$ cat src/rtl/game_sequencer_if.sv
// Player-facing bus of the game sequencer.
//   tick/start/submit/guess : controls from the game board (master drives)
//   target/score/lives/time_left/state/round_win/round_lose : game status (sequencer drives)
interface game_sequencer_if;
  logic       tick;
  logic       start;
  logic       submit;
  logic [7:0] guess;
  logic [7:0] target;
  logic [7:0] score;
  logic [1:0] lives;
  logic [3:0] time_left;
  logic [1:0] state;
  logic       round_win;
  logic       round_lose;

  modport master (
    output tick, start, submit, guess,
    input  target, score, lives, time_left, state, round_win, round_lose
  );

  modport slave (
    input  tick, start, submit, guess,
    output target, score, lives, time_left, state, round_win, round_lose
  );
endinterface

$ cat src/rtl/game_sequencer.sv
// Byte-matching reaction game sequencer.
// The player must set `guess` equal to `target` and submit before the round
// timer (counted in `tick` pulses) runs out. Every SPEEDUP_EVERY consecutive
// wins shortens the round by one tick, down to MIN_TICKS.
//   clock, reset : single clock, synchronous active-high reset
//   bus (slave)  : tick/start/submit/guess in; target/score/lives/time_left/
//                  state/round_win/round_lose out (all registered)
module game_sequencer #(
  parameter int ROUND_TICKS   = 10,
  parameter int MIN_TICKS     = 3,
  parameter int SPEEDUP_EVERY = 4,
  parameter int START_LIVES   = 3
) (
  input  logic          clock,
  input  logic          reset,
  game_sequencer_if.slave bus
);
  typedef enum logic [1:0] {IDLE = 2'b00, LOAD = 2'b01, PLAY = 2'b10, OVER = 2'b11} state_t;

  localparam logic [3:0] RT = 4'(ROUND_TICKS);
  localparam logic [3:0] MT = 4'(MIN_TICKS);
  localparam logic [3:0] SE = 4'(SPEEDUP_EVERY);
  localparam logic [1:0] SL = 2'(START_LIVES);

  state_t     st;
  logic [7:0] lfsr, lfsr_nxt;
  logic [7:0] target, score;
  logic [1:0] lives;
  logic [3:0] time_left, round_len, win_count, wc_inc;
  logic       round_win, round_lose, hit;

  // x^8+x^6+x^5+x^4+1, shifting left. A nonzero seed never reaches zero on a
  // maximal-length polynomial; the zero guard just makes that unconditional.
  always_comb begin
    lfsr_nxt = {lfsr[6:0], lfsr[7] ^ lfsr[5] ^ lfsr[4] ^ lfsr[3]};
    if (lfsr_nxt == 8'h00) lfsr_nxt = 8'h01;
  end

  assign hit    = bus.submit && (bus.guess == target);
  assign wc_inc = win_count + 4'd1;

  always_ff @(posedge clock) begin
    if (reset) begin
      st         <= IDLE;
      lfsr       <= 8'h01;
      target     <= 8'h00;
      score      <= 8'h00;
      lives      <= 2'd0;
      time_left  <= 4'd0;
      round_len  <= RT;
      win_count  <= 4'd0;
      round_win  <= 1'b0;
      round_lose <= 1'b0;
    end else begin
      lfsr       <= lfsr_nxt;
      round_win  <= 1'b0;
      round_lose <= 1'b0;
      case (st)
        IDLE, OVER: begin
          if (bus.start) begin
            score     <= 8'h00;
            lives     <= SL;
            round_len <= RT;
            win_count <= 4'd0;
            st        <= LOAD;
          end
        end
        LOAD: begin
          target    <= lfsr;
          time_left <= round_len;
          st        <= PLAY;
        end
        PLAY: begin
          // A correct submit wins even if a tick lands in the same cycle.
          if (hit) begin
            round_win <= 1'b1;
            if (score != 8'hFF) score <= score + 8'd1;
            if (wc_inc == SE) begin
              win_count <= 4'd0;
              if (round_len > MT) round_len <= round_len - 4'd1;
            end else begin
              win_count <= wc_inc;
            end
            st <= LOAD;
          end else if (bus.tick) begin
            if (time_left > 4'd1) begin
              time_left <= time_left - 4'd1;
            end else if (time_left == 4'd1) begin
              time_left  <= 4'd0;
              round_lose <= 1'b1;
              lives      <= lives - 2'd1;
              win_count  <= 4'd0;
              st         <= (lives == 2'd1) ? OVER : LOAD;
            end
          end
        end
        default: st <= IDLE;
      endcase
    end
  end

  assign bus.target     = target;
  assign bus.score      = score;
  assign bus.lives      = lives;
  assign bus.time_left  = time_left;
  assign bus.state      = st;
  assign bus.round_win  = round_win;
  assign bus.round_lose = round_lose;
endmodule

$ cat src/flat_wrapper.sv
// flat-port wrapper written by rule: the top's interface ports become plain ports
module game_sequencer_flat 
#(
  parameter int ROUND_TICKS   = 10,
  parameter int MIN_TICKS     = 3,
  parameter int SPEEDUP_EVERY = 4,
  parameter int START_LIVES   = 3
)
  (clock, reset, bus_tick, bus_start, bus_submit, bus_guess, bus_target, bus_score, bus_lives, bus_time_left, bus_state, bus_round_win, bus_round_lose);
  game_sequencer_if bus_i ();
  input  logic clock;
  input  logic reset;
  input wire logic [$bits(bus_i.tick)-1:0] bus_tick;
  input wire logic [$bits(bus_i.start)-1:0] bus_start;
  input wire logic [$bits(bus_i.submit)-1:0] bus_submit;
  input wire logic [$bits(bus_i.guess)-1:0] bus_guess;
  output wire logic [$bits(bus_i.target)-1:0] bus_target;
  output wire logic [$bits(bus_i.score)-1:0] bus_score;
  output wire logic [$bits(bus_i.lives)-1:0] bus_lives;
  output wire logic [$bits(bus_i.time_left)-1:0] bus_time_left;
  output wire logic [$bits(bus_i.state)-1:0] bus_state;
  output wire logic [$bits(bus_i.round_win)-1:0] bus_round_win;
  output wire logic [$bits(bus_i.round_lose)-1:0] bus_round_lose;
  assign bus_i.tick = bus_tick;
  assign bus_i.start = bus_start;
  assign bus_i.submit = bus_submit;
  assign bus_i.guess = bus_guess;
  assign bus_target = bus_i.target;
  assign bus_score = bus_i.score;
  assign bus_lives = bus_i.lives;
  assign bus_time_left = bus_i.time_left;
  assign bus_state = bus_i.state;
  assign bus_round_win = bus_i.round_win;
  assign bus_round_lose = bus_i.round_lose;
  game_sequencer #(.ROUND_TICKS(ROUND_TICKS), .MIN_TICKS(MIN_TICKS), .SPEEDUP_EVERY(SPEEDUP_EVERY), .START_LIVES(START_LIVES)) u_core (.clock(clock), .reset(reset), .bus(bus_i));
endmodule
$ cat config.mk
export PLATFORM = sky130hd
export DESIGN_NAME = game_sequencer_flat
export DESIGN_NICKNAME = d
export VERILOG_FILES = /design/src/rtl/game_sequencer_if.sv /design/src/rtl/game_sequencer.sv /design/src/flat_wrapper.sv
export SDC_FILE = /design/constraint.sdc
export NUM_CORES = 1
export LEC_CHECK = 0
export BUFFER_PORTS_ARGS = -buffer_cell sky130_fd_sc_hd__buf_4
export CAP_MARGIN = 20
export CORE_UTILIZATION = 55
export CTS_CLUSTER_SIZE = 20
export DETAILED_ROUTE_END_ITERATION = 7
export GPL_TIMING_DRIVEN = 0
export HOLD_SLACK_MARGIN = 0.1
export PLACE_DENSITY = 0.82
export REMOVE_ABC_BUFFERS = 1
export SYNTH_ARGS = -nofsm -noshare
export SYNTH_HDL_FRONTEND = slang
export SYNTH_SLANG_ARGS = --single-unit
$ cat constraint.sdc
create_clock -name clock -period 2.6 [get_ports clock]
set_clock_uncertainty 0.05 [all_clocks]
set_input_delay 0.26 -clock clock [delete_from_list [all_inputs] [get_ports clock]]
set_output_delay 0.26 -clock clock [all_outputs]
set_load 0.02 [all_outputs]
# Word-level counts from Yosys, hierarchy flattened
# Index checks and enable logic that the tools add are counted.
word_totals:
  ff_bits: 42
  inputBits: 13
  word_cells: 93
op_classes:
  addsub: 5
  n_lt_le_gt_ge: 2
  n_eq_ne: 21
  n_mux: 35
  n_bitwise: 5
  reduce_logical: 15
op_table:
  columns: ["cell", "n"]
  rows:
  - ["2-to-1 mux 4 bit", 13]
  - ["2-to-1 mux 8 bit", 3]
  - ["case mux 4 bit (2 select lines)", 3]
  - ["2-to-1 mux 2 bit", 11]
  - ["case mux 8 bit (2 select lines)", 1]
  - ["AND reduction 4 bit", 3]
  - ["inequality test 2 x 1 -> 1 bit, second input constant", 5]
  - ["AND reduction 5 bit", 2]
  - ["adder 8 x 1 -> 8 bit, second input constant", 1]
  - ["== test 8 bit", 1]
  - ["zero test 8 bit", 1]
  - ["inequality test 2 bit, second input constant", 4]
  - ["inequality test 8 bit, second input constant", 1]
  - ["subtractor 4 x 1 -> 4 bit, second input constant", 2]
  - ["inequality test 3 x 1 -> 1 bit, second input constant", 2]
  - ["inequality test 3 x 2 -> 1 bit, second input constant", 2]
  - ["case mux 2 bit (3 select lines)", 1]
  - ["AND reduction 6 bit", 1]
  - ["OR reduction 2 bit", 3]
  - ["OR reduction 5 bit", 1]
  - ["adder 4 x 1 -> 4 bit, second input constant", 1]
  - ["== test 2 x 1 -> 1 bit, second input constant", 2]
  - ["== test 2 bit, second input constant", 2]
  - ["== test 4 x 1 -> 1 bit, second input constant", 1]
  - ["11 further kinds", 16]

# Longest topological paths before layout
# Gate-level depths: netlist of the first run.
depth:
  word_depth: 7
  depth_mapped: 9
  ltp_nobuf: 8

# Worst setup path before layout of the first run
# Ideal clock, no wire load.
synth_path:
  path_kind: "register -> register"
  startpoint: "register u_core.st[0], in the netlist u_core.bus.state[0]"
  endpoint: "register u_core.score[5], in the netlist u_core.bus.score[5]"
  setup_ps: 115
  arrival_ps: 2333
  t_required_ps: 2435
  path_slack_ps: 102
  stages_incl_launch_ff: 10
  path_buffers: 1
  synth_period_minus_slack_ps: 2498
  path_cell_list: "dfxtp_1 > inv_1 > ha_1 > nor2b_1 > or2_2 > a311oi_1 > a21oi_1 > clkbuf_1 > o31a_1 > o21a_1"
synth_between:
  elab_chain_cells: 4
synth_rtl:
  columns: ["item", "line", "source"]
  rows:
  - ["start, declared", "game_sequencer.sv:25", "state_t st;"]
  - ["start signal, assigned", "game_sequencer.sv:93", "st <= (lives == 2'd1) ? OVER : LOAD;"]
  - ["== test 2 bit or zero test 2 bit (tied branches)", "game_sequencer.sv:58", "case (st)"]
  - ["OR reduction 2 bit", "game_sequencer.sv:58", null]
  - ["inequality test 2 bit (no line) or nonzero test 2 bit (tied branches)", null, null]
  - ["AND reduction 4 bit (no line)", null, null]
  - ["end signal, assigned", "game_sequencer.sv:77", "if (score != 8'hFF) score <= score + 8'd1;"]
  - ["end, declared", "game_sequencer.sv:27", "logic [7:0] target, score;"]
# Several ways; a longest one is shown, not always the timed one.
# A chain may end at the register's enable or synchronous reset.

# Final worst setup path of the first run
layout_path:
  startpoint: "register u_core.st[0], in the netlist u_core.bus.state[0]"
  endpoint: "register u_core.score[7], in the netlist u_core.bus.score[7]"
# Same word-level chain as after synthesis.

==> results of run 1 <==
## power groups by stage
stage | Combinational [W] | Clock, W | Sequential [W]
after floorplan | 0.000216 | 0 | 0.000767
after global placement | 0.000365 | 0 | 0.000737
after detailed placement | 0.000375 | 0 | 0.000737
after CTS | 0.000401 | 0.000539 | 0.000723
after global routing | 0.000454 | 0.000565 | 0.000731
final | 0.000418 | 0.000537 | 0.000725
## metrics by stage
step | std cells | setup WS, ns | TNS (ns) | utilization | total power [W]
after floorplan | 242 | 0.0505 | 0 | - | 0.000983
after global placement | 328 | -0.0359 | -0.0359 | 0.663 | 0.00110
after detailed placement | 328 | -0.0979 | -0.113 | 0.663 | 0.00111
after CTS | 338 | 0.0588 | 0 | 0.701 | 0.00166
after global routing | 339 | -0.00185 | -0.00185 | 0.709 | 0.00175
final | 339 | 0.0885 | 0 | 0.709 | 0.00168
## layout make-up
cell class | count | area, um^2 | share of cell area
clock buffer | 6 | 82.6 | 0.0313
clock inverter | 1 | 30.0 | 0.0114
inverter | 12 | 45.0 | 0.0171
multi-input combinational | 189 | 1270 | 0.481
sequential | 42 | 842 | 0.320
tap | 48 | 60.1 | 0.0228
timing repair buffer | 41 | 308 | 0.117
## cell usage in the layout (no fill, tap or decap), drive strengths merged, types with 9 or more instances in the layout
cell type / Yosys / layout
a21oi: 18 / 19
buf: 2 / 41
dfxtp: 42 / 42
ha: 10 / 10
inv: 12 / 12
nand2: 15 / 15
nand3: 10 / 10
nor2: 29 / 29
nor2b: 10 / 10
nor3: 9 / 9
o21ai: 14 / 14
xnor2: 10 / 10
## sequential cells by signal, summed over array words and instances (netlist names)
register,flops
u_core.lfsr,8
u_core.round_len,4
u_core.bus.score,8
u_core.bus.round_win,1
u_core.win_count,4
u_core.bus.state,2
u_core.bus.round_lose,1
u_core.bus.target,8
u_core.bus.time_left,4
u_core.bus.lives,2
## how the worst min path moves through the flow
stage	end	slack, ns	cells after the start
6_report	u_core.bus.time_left[3]	0.30	4
5_1_grt	u_core.bus.target[0]	0.32	2
4_1_cts	u_core.bus.time_left[3]	0.29	4
3_5_place_dp	u_core.lfsr[2]	0.42	1
3_3_place_gp	u_core.lfsr[2]	0.42	1
2_1_floorplan	u_core.bus.state[0]	0.28	1
## metal layers
| metal | share of wire | GRT usage |
|---|---|---|
| met1 | 0.44 | 0.302 |
| met2 | 0.47 | 0.383 |
| met3 | 0.060 | 0.0722 |
| met4 | 0.029 | 0.122 |
| met5 | 0 | 0 |
## critical path: stages, from the launching register on
cell and delay [ns]:
dfxtp_2 0.37, inv_1 0.06, ha_2 0.34, nor2b_1 0.20
or2_2 0.35, a311oi_4 0.28, a21oi_2 0.15, or4_1 0.49
a21oi_1 0.14
## cell families (layout without fill, tap and decap cells)
| group | after synthesis | in the layout | share of synthesized area |
|---|---|---|---|
| xor+xnor | 13 | 13 | 0.0631 |
| compound gates | 59 | 60 | 0.178 |
| simple gates | 98 | 98 | 0.235 |
| buf+inv | 21 | 60 | 0.0400 |
| fa+ha+maj | 10 | 10 | 0.0579 |
| flops | 42 | 42 | 0.389 |
| mux | 8 | 8 | 0.0371 |
## repair_timing
action | 4_1_cts | 5_1_grt
cloned | 0 | 1
pin swaps | 1 | 1
setup endpoints to repair | 6 | 1
setup buffers | 3 | 0
resized for setup | 2 | 4
==> out/metrics.yaml, run 1 <==
io_buffers: 38
crit_path_start: "u_core.bus.state[0]"
fin_area_mm2: 0.00264
place.gp.congestion: 0.866
netSwitchingPower_w: 0.000513
num-fill-cells: 311
htreeDepth: 2
hold_path.startpoint: "bus_tick"
reg2reg_to: "u_core.bus.score[7]"
swShare: 0.305
dieArea_mm2: 0.00418
synth_top_area_cell: "dfxtp_1"
endpoint: "u_core.bus.score[7]"
grt_overflow: 0
clock.fmax_ghz: 0.398
cts_tree: "built"
placed_area_mm2: 0.00246
drive_gt1_frac: 0.210
wire_per_inst_um: 14.7
hp-class: "input pin to flip-flop"
start_kind: "flip-flop"
synth_top_area_frac: 0.389
worst_setup_path_end_kind: "flip-flop"
critPathKind: "flip-flop to flip-flop"
fp.dieH_um: 64.7
min_period_ns: 2.51
reg2reg_slack_ns: 0.09
ff2ff_path_depth: 8
wl_um: 4990
synth.distinct_cells: 50
p_seq_frac: 0.432
clk_path_buf_depth: 2
dpl.hpwl_um: 3270
avgSynthCellArea_um2: 8.61
setup_violations: 0
track_usage: 0.244
hold_ws_ns: 0.301
cts_sinks: 42
grt_pass1_wl_um: 7700
power_density_mw_per_mm2: 637
num_rows: 22
ir_drop_v: 0.000543
initial_core_util: 0.581
synth.area.top_cells: "dfxtp_1 (39%), ha_1 (5.8%), nor2_1 (5.0%)"
rr_startpoint: "u_core.bus.state[0]"
hold_buffers: 0
area_delta_synth_final_pct: 21.9
finalCritPeriodShare: 0.966
status: "complete, no violations"
path_clk_slew_ns: 0.08
arrival_ns: 2.69
p_int_w: 0.00117
antenna_cells: 0
synthArstFlopShare: 0
synthCells: 251
grt_pass1_vias: 1737
required_ns: 2.78
cap_violations: 0
ys_seq_elements: 42
power.leakage_nw: 1.06
pin_count: 39
finalMaxSlewViolations: 0
ant_nets: 0
synth-edff-count: 0
clock_power_share: 0.320
comb_power_share: 0.249
core_area_mm2: 0.00372
grt_max_degree: 37
synthTopCellsByCount: "dfxtp_1 (42), nor2_1 (29), a21oi_1 (18)"
dr.pass1.iters: 5
antenna_found_initial: 0
synthFlopType: "dfxtp_1"
drc: 0
nets: 314
clock_latency_ns: 0.30
worst_slew_pin_slew_ns: 0.699
die_x_um: 64.7
numCtsBuffers: 5
synth_area_mm2: 0.00216
hold_viol: 0
num_vias: 2013
vias_per_cell: 5.94
relSlewSlack: 0.529
yosys_warnings: 0
cts_root_buffer: "clkbuf_8"
post-synth-top-count-cell: "dfxtp_1"
crit_fanout: 8
synth_seq_area_share: 0.389
drt_iter0_drc: 164
Note: power is estimated with default switching activity, not from simulation.
==> inputs of run 2 (changes only) <==
--- a/config.mk
+++ b/config.mk
@@ -7,12 +7,12 @@
 export LEC_CHECK = 0
 export BUFFER_PORTS_ARGS = -buffer_cell sky130_fd_sc_hd__buf_4
 export CAP_MARGIN = 20
-export CORE_UTILIZATION = 55
+export CORE_UTILIZATION = 50
 export CTS_CLUSTER_SIZE = 20
 export DETAILED_ROUTE_END_ITERATION = 7
 export GPL_TIMING_DRIVEN = 0
 export HOLD_SLACK_MARGIN = 0.1
-export PLACE_DENSITY = 0.82
+export PLACE_DENSITY = 0.79
 export REMOVE_ABC_BUFFERS = 1
 export SYNTH_ARGS = -nofsm -noshare
 export SYNTH_HDL_FRONTEND = slang
==> constraint.sdc (replaced) <==
create_clock -name clock -period 2.3 [get_ports clock]
set_clock_uncertainty 0.05 [all_clocks]
set_input_delay 0.23 -clock clock [delete_from_list [all_inputs] [get_ports clock]]
set_output_delay 0.23 -clock clock [all_outputs]
set_load 0.02 [all_outputs]
==> out/metrics.yaml, run 2 (same netlist as run 1, synthesis figures left out) <==
cp_common_cell: "or3_4"
antenna_cells: 0
area_delta_synth_final_pct: 26.1
start_kind: "flip-flop"
status: "complete, no violations"
arrival_ns: 2.43
reg2reg_slack_ns: 0.05
fp.dieH_um: 67.7
setup_violations: 0
path_clk_slew_ns: 0.08
drt_iter0_drc: 123
finalCritPeriodShare: 0.979
rr_startpoint: "u_core.bus.target[3]"
num_rows: 23
grt_max_degree: 37
wire_per_inst_um: 14.0
min_period_ns: 2.25
num_vias: 1981
netSwitchingPower_w: 0.000565
comb_power_share: 0.263
grt_pass1_wl_um: 7620
hold_buffers: 0
crit_path_start: "u_core.bus.target[3]"
htreeDepth: 2
relSlewSlack: 0.591
grt_pass1_vias: 1721
ant_nets: 0
clock.fmax_ghz: 0.444
clk_path_buf_depth: 2
antenna_found_initial: 0
path_cells: "xnor2_2 -> nand4_1 -> or3_4 -> or3_4 -> or4_1 -> a21oi_2"
clock_power_share: 0.309
drc: 0
hold_ws_ns: 0.246
finalMaxSlewViolations: 0
pre_cts_ws_ns: -0.373
die_x_um: 67.7
crit_fanout: 6
drive_gt1_frac: 0.279
final_cell_mix: "buf_4 (44), dfxtp_1 (30), nor2_1 (29)"
swShare: 0.295
worst_setup_path_end_kind: "flip-flop"
p_seq_frac: 0.429
clock_latency_ns: 0.30
critPathKind: "flip-flop to flip-flop"
finalWorstSetupSlack_ns: 0.0481
critPathSlowestCell: "or4_1"
critPathTopFamily: "simple AND/OR/NAND/NOR gates"
wl_um: 4810
critPathBufInv: 0
worst_slew_pin_slew_ns: 0.608
vias_per_cell: 5.76
power.leakage_nw: 1.10
slowest_delay_ns: 0.49
power_density_mw_per_mm2: 703
nets: 317
dpl.hpwl_um: 3240
numCtsBuffers: 5
required_ns: 2.48
pin_count: 39
ir_drop_v: 0.000417
initial_core_util: 0.529
track_usage: 0.220
cts_root_buffer: "clkbuf_8"
hold_viol: 0
dieArea_mm2: 0.00459
p_int_w: 0.00135
hp-class: "input pin to flip-flop"
top_regs: "u_core.bus.score (8), u_core.bus.target (8), u_core.lfsr (8)"
place.gp.congestion: 0.869
final_common_cell: "buf_4"
grt_overflow: 0
core_area_mm2: 0.00409
cap_violations: 0
dr.pass1.iters: 4
cts_sinks: 42
hold_path.startpoint: "bus_tick"
io_buffers: 38
cts_tree: "built"
run 2: cell count changes in the layout (fill, tap and decap cells not counted), sizes merged:
cell   before  now
buf        41   45
a21oi      19   18
run 2: final timing paths:
check,end,cells past startpoint
max,u_core.round_len[2],6
max reg2reg,u_core.round_len[2],6
min reg2reg,u_core.lfsr[2],1
min,u_core.bus.time_left[3],4
run 2: metrics by stage:
stage | std cells | setup TNS, ns | power [W] | instance area (um^2) | util
2_1_floorplan | 242 | -0.809 | 0.00111 | 2120 | -
3_3_place_gp | 330 | -1.70 | 0.00125 | 2470 | 0.604
4_1_cts | 340 | 0 | 0.00189 | 2650 | 0.648
6_report | 344 | 0 | 0.00192 | 2720 | 0.667
3_5_place_dp | 330 | -1.84 | 0.00126 | 2470 | 0.604
5_1_grt | 344 | -0.0908 | 0.00202 | 2720 | 0.667
run 2: power groups by stage:
stage | sequential (W) | clock [W] | combinational (W)
after detailed placement | 0.000833 | 0 | 0.000423
after floorplan | 0.000867 | 0 | 0.000245
after global routing | 0.000829 | 0.000636 | 0.000551
final | 0.000821 | 0.000591 | 0.000503
after CTS | 0.000818 | 0.000597 | 0.000474
after global placement | 0.000832 | 0 | 0.000415
run 2: timing repair:
action,CTS,global route
resized for setup,8,18
pin swaps,2,11
buffers inserted,3,4
setup endpoints to repair,8,6
run 2: worst register-to-register path, delay by kind of cell, from the launching register on:
family | cells | cell delay, ns
compound gates | 1 | 0.14
simple gates | 4 | 1.49
xor+xnor | 1 | 0.15
flops | 1 | 0.35
run 2: final cells by class:
class	count	area, um^2
Multi-Input combinational cell	188	1290
Fill cell	333	1360
Inverter	12	45.0
Sequential cell	42	858
Clock inverter	1	30.0
Timing Repair Buffer	45	350
Tap cell	50	62.6
Clock buffer	6	82.6
run 2: metal layers:
layer	routed length, um	track usage	vias up
li1	-	-	982
met1	2070	0.273	941
met2	2440	0.369	52
met3	247	0.0591	6
met4	55	0.0665	0
met5	0	0	-
==> inputs of run 3 (changes only) <==
--- a/config.mk
+++ b/config.mk
@@ -7,12 +7,12 @@
 export LEC_CHECK = 0
 export BUFFER_PORTS_ARGS = -buffer_cell sky130_fd_sc_hd__buf_4
 export CAP_MARGIN = 20
-export CORE_UTILIZATION = 50
+export CORE_UTILIZATION = 55
 export CTS_CLUSTER_SIZE = 20
 export DETAILED_ROUTE_END_ITERATION = 7
 export GPL_TIMING_DRIVEN = 0
 export HOLD_SLACK_MARGIN = 0.1
-export PLACE_DENSITY = 0.79
+export PLACE_DENSITY = 0.82
 export REMOVE_ABC_BUFFERS = 1
 export SYNTH_ARGS = -nofsm -noshare
 export SYNTH_HDL_FRONTEND = slang
==> constraint.sdc (replaced) <==
create_clock -name clock -period 2.15 [get_ports clock]
set_clock_uncertainty 0.05 [all_clocks]
set_input_delay 0.215 -clock clock [delete_from_list [all_inputs] [get_ports clock]]
set_output_delay 0.215 -clock clock [all_outputs]
set_load 0.02 [all_outputs]
==> out/metrics.yaml, run 3 (same netlist as run 1, synthesis figures left out) <==
violations: "negative setup slack"
core_area_mm2: 0.00372
finalWorstSetupSlack_ns: -0.0221
crit_path_start: "u_core.bus.target[6]"
track_usage: 0.267
p_seq_frac: 0.415
ff2ff_path_depth: 6
grt_overflow: 0
rsz0062_at_grt: "true"
drc: 0
hold_viol: 0
fp.dieH_um: 64.7
area_delta_synth_final_pct: 30.9
start_kind: "flip-flop"
num_vias: 2116
reg2reg_to: "u_core.round_len[2]"
grt_pass1_vias: 1898
nets: 326
worst_setup_path_end_kind: "flip-flop"
crit_fanout: 4
hold_buffers: 0
drive_gt1_frac: 0.317
clock_power_share: 0.310
finalMaxSlewViolations: 0
path_clk_slew_ns: 0.08
worst_slew_pin_slew_ns: 0.723
power_density_mw_per_mm2: 741
relSlewSlack: 0.513
required_ns: 2.34
grt_pass1_wl_um: 8480
die_x_um: 64.7
io_buffers: 38
p_int_w: 0.00145
final_common_cell: "buf_4"
dieArea_mm2: 0.00418
final_cell_mix: "buf_4 (53), dfxtp_1 (30), nor2_1 (28)"
finalCritPeriodShare: 1.01
place.gp.congestion: 0.866
dp.cells: 328
clk_path_buf_depth: 2
setup_violations: 2
final_cells: 351
reg2reg_slack_ns: -0.02
ant_nets: 0
power.leakage_nw: 1.14
num_rows: 22
pin_count: 39
cap_violations: 0
endpoint: "u_core.round_len[2]"
swShare: 0.309
clock_latency_ns: 0.30
htreeDepth: 2
comb_power_share: 0.276
dpl.hpwl_um: 3270
wl_um: 5440
rr_startpoint: "u_core.bus.target[6]"
drt_iter0_drc: 171
top_regs: "u_core.bus.score (8), u_core.bus.target (8), u_core.lfsr (8)"
hp-class: "input pin to flip-flop"
antenna_found_initial: 0
ir_drop_v: 0.000702
cts_root_buffer: "clkbuf_8"
cts_sinks: 42
antenna_cells: 0
min_period_ns: 2.17
num-fill-cells: 266
clock.fmax_ghz: 0.460
vias_per_cell: 6.03
power_w: 0.00210
cts_tree: "built"
status: "complete, but fails checks"
initial_core_util: 0.581
netSwitchingPower_w: 0.000648
grt_max_degree: 37
wire_per_inst_um: 15.5
critPathKind: "flip-flop to flip-flop"
dr.pass1.iters: 4
arrival_ns: 2.36
pre_cts_ws_ns: -0.548
numCtsBuffers: 5
run 3: cell types whose count changed in the layout (fill, tap and decap cells not counted), sizes merged:
cell / delta
buf: +8
a21oi: +1
run 3: critical path, cell delays in order, from the launching register on:
cell	delay (ns)
dfxtp_2	0.34
xnor2_2	0.16
nand3_2	0.14
or3_4	0.43
or3_4	0.38
or4_1	0.48
a21oi_1	0.14
run 3: through the flow:
| step | hold slack (ns) | cell area (um^2) | TNS, ns | utilization |
|---|---|---|---|---|
| 6_report | 0.253 | 2830 | -0.0407 | 0.761 |
| 3_3_place_gp | 0.418 | 2460 | -2.79 | 0.663 |
| 5_1_grt | 0.272 | 2830 | -0.197 | 0.761 |
| 3_5_place_dp | 0.425 | 2460 | -3.55 | 0.663 |
| 2_1_floorplan | 0.234 | 2120 | -1.88 | - |
| 4_1_cts | 0.244 | 2750 | -0.0318 | 0.740 |
run 3: power groups by stage:
stage / registers (W) / clock network [W] / logic [W]
after floorplan: 0.000927 / 0 / 0.000262
after detailed placement: 0.000892 / 0 / 0.000453
after CTS: 0.000874 / 0.000652 / 0.000536
after global routing: 0.000878 / 0.000686 / 0.000622
final: 0.000870 / 0.000649 / 0.000578
after global placement: 0.000891 / 0 / 0.000442
run 3: layout make-up:
class	count	area (um^2)	area share
multi-input cells	189	1340	0.475
flip-flops and latches	42	871	0.308
repair buffers	53	398	0.141
clock buffers	6	82.6	0.0292
well taps	48	60.1	0.0212
inverters	12	45.0	0.0159
clock inverters	1	30.0	0.0106
run 3: worst min path at each step:
stage	depth (start not counted)	end	start	slack (ns)
2_1_floorplan	1	u_core.bus.state[0]	reset	0.23
3_3_place_gp	1	u_core.lfsr[2]	u_core.lfsr[1]	0.42
3_5_place_dp	1	u_core.lfsr[2]	u_core.lfsr[1]	0.42
4_1_cts	4	u_core.bus.time_left[3]	bus_tick	0.24
5_1_grt	2	u_core.bus.target[6]	reset	0.27
6_report	2	u_core.bus.target[6]	reset	0.25
run 3: metal layers:
| metal | share of wire | up-vias | global-route usage | wire length (um) |
|---|---|---|---|---|
| li1 | - | 1010 | - | - |
| met1 | 0.42 | 992 | 0.325 | 2260 |
| met2 | 0.48 | 96 | 0.425 | 2630 |
| met3 | 0.072 | 18 | 0.0722 | 391 |
| met4 | 0.029 | 0 | 0.150 | 159 |
| met5 | 0 | - | 0 | 0 |
run 3: timing repair:
item	in CTS	in global routing
gates cloned	1	0
setup buffers	11	5
resized for setup	24	16
endpoints found under the setup margin	11	16
pin swaps	10	9
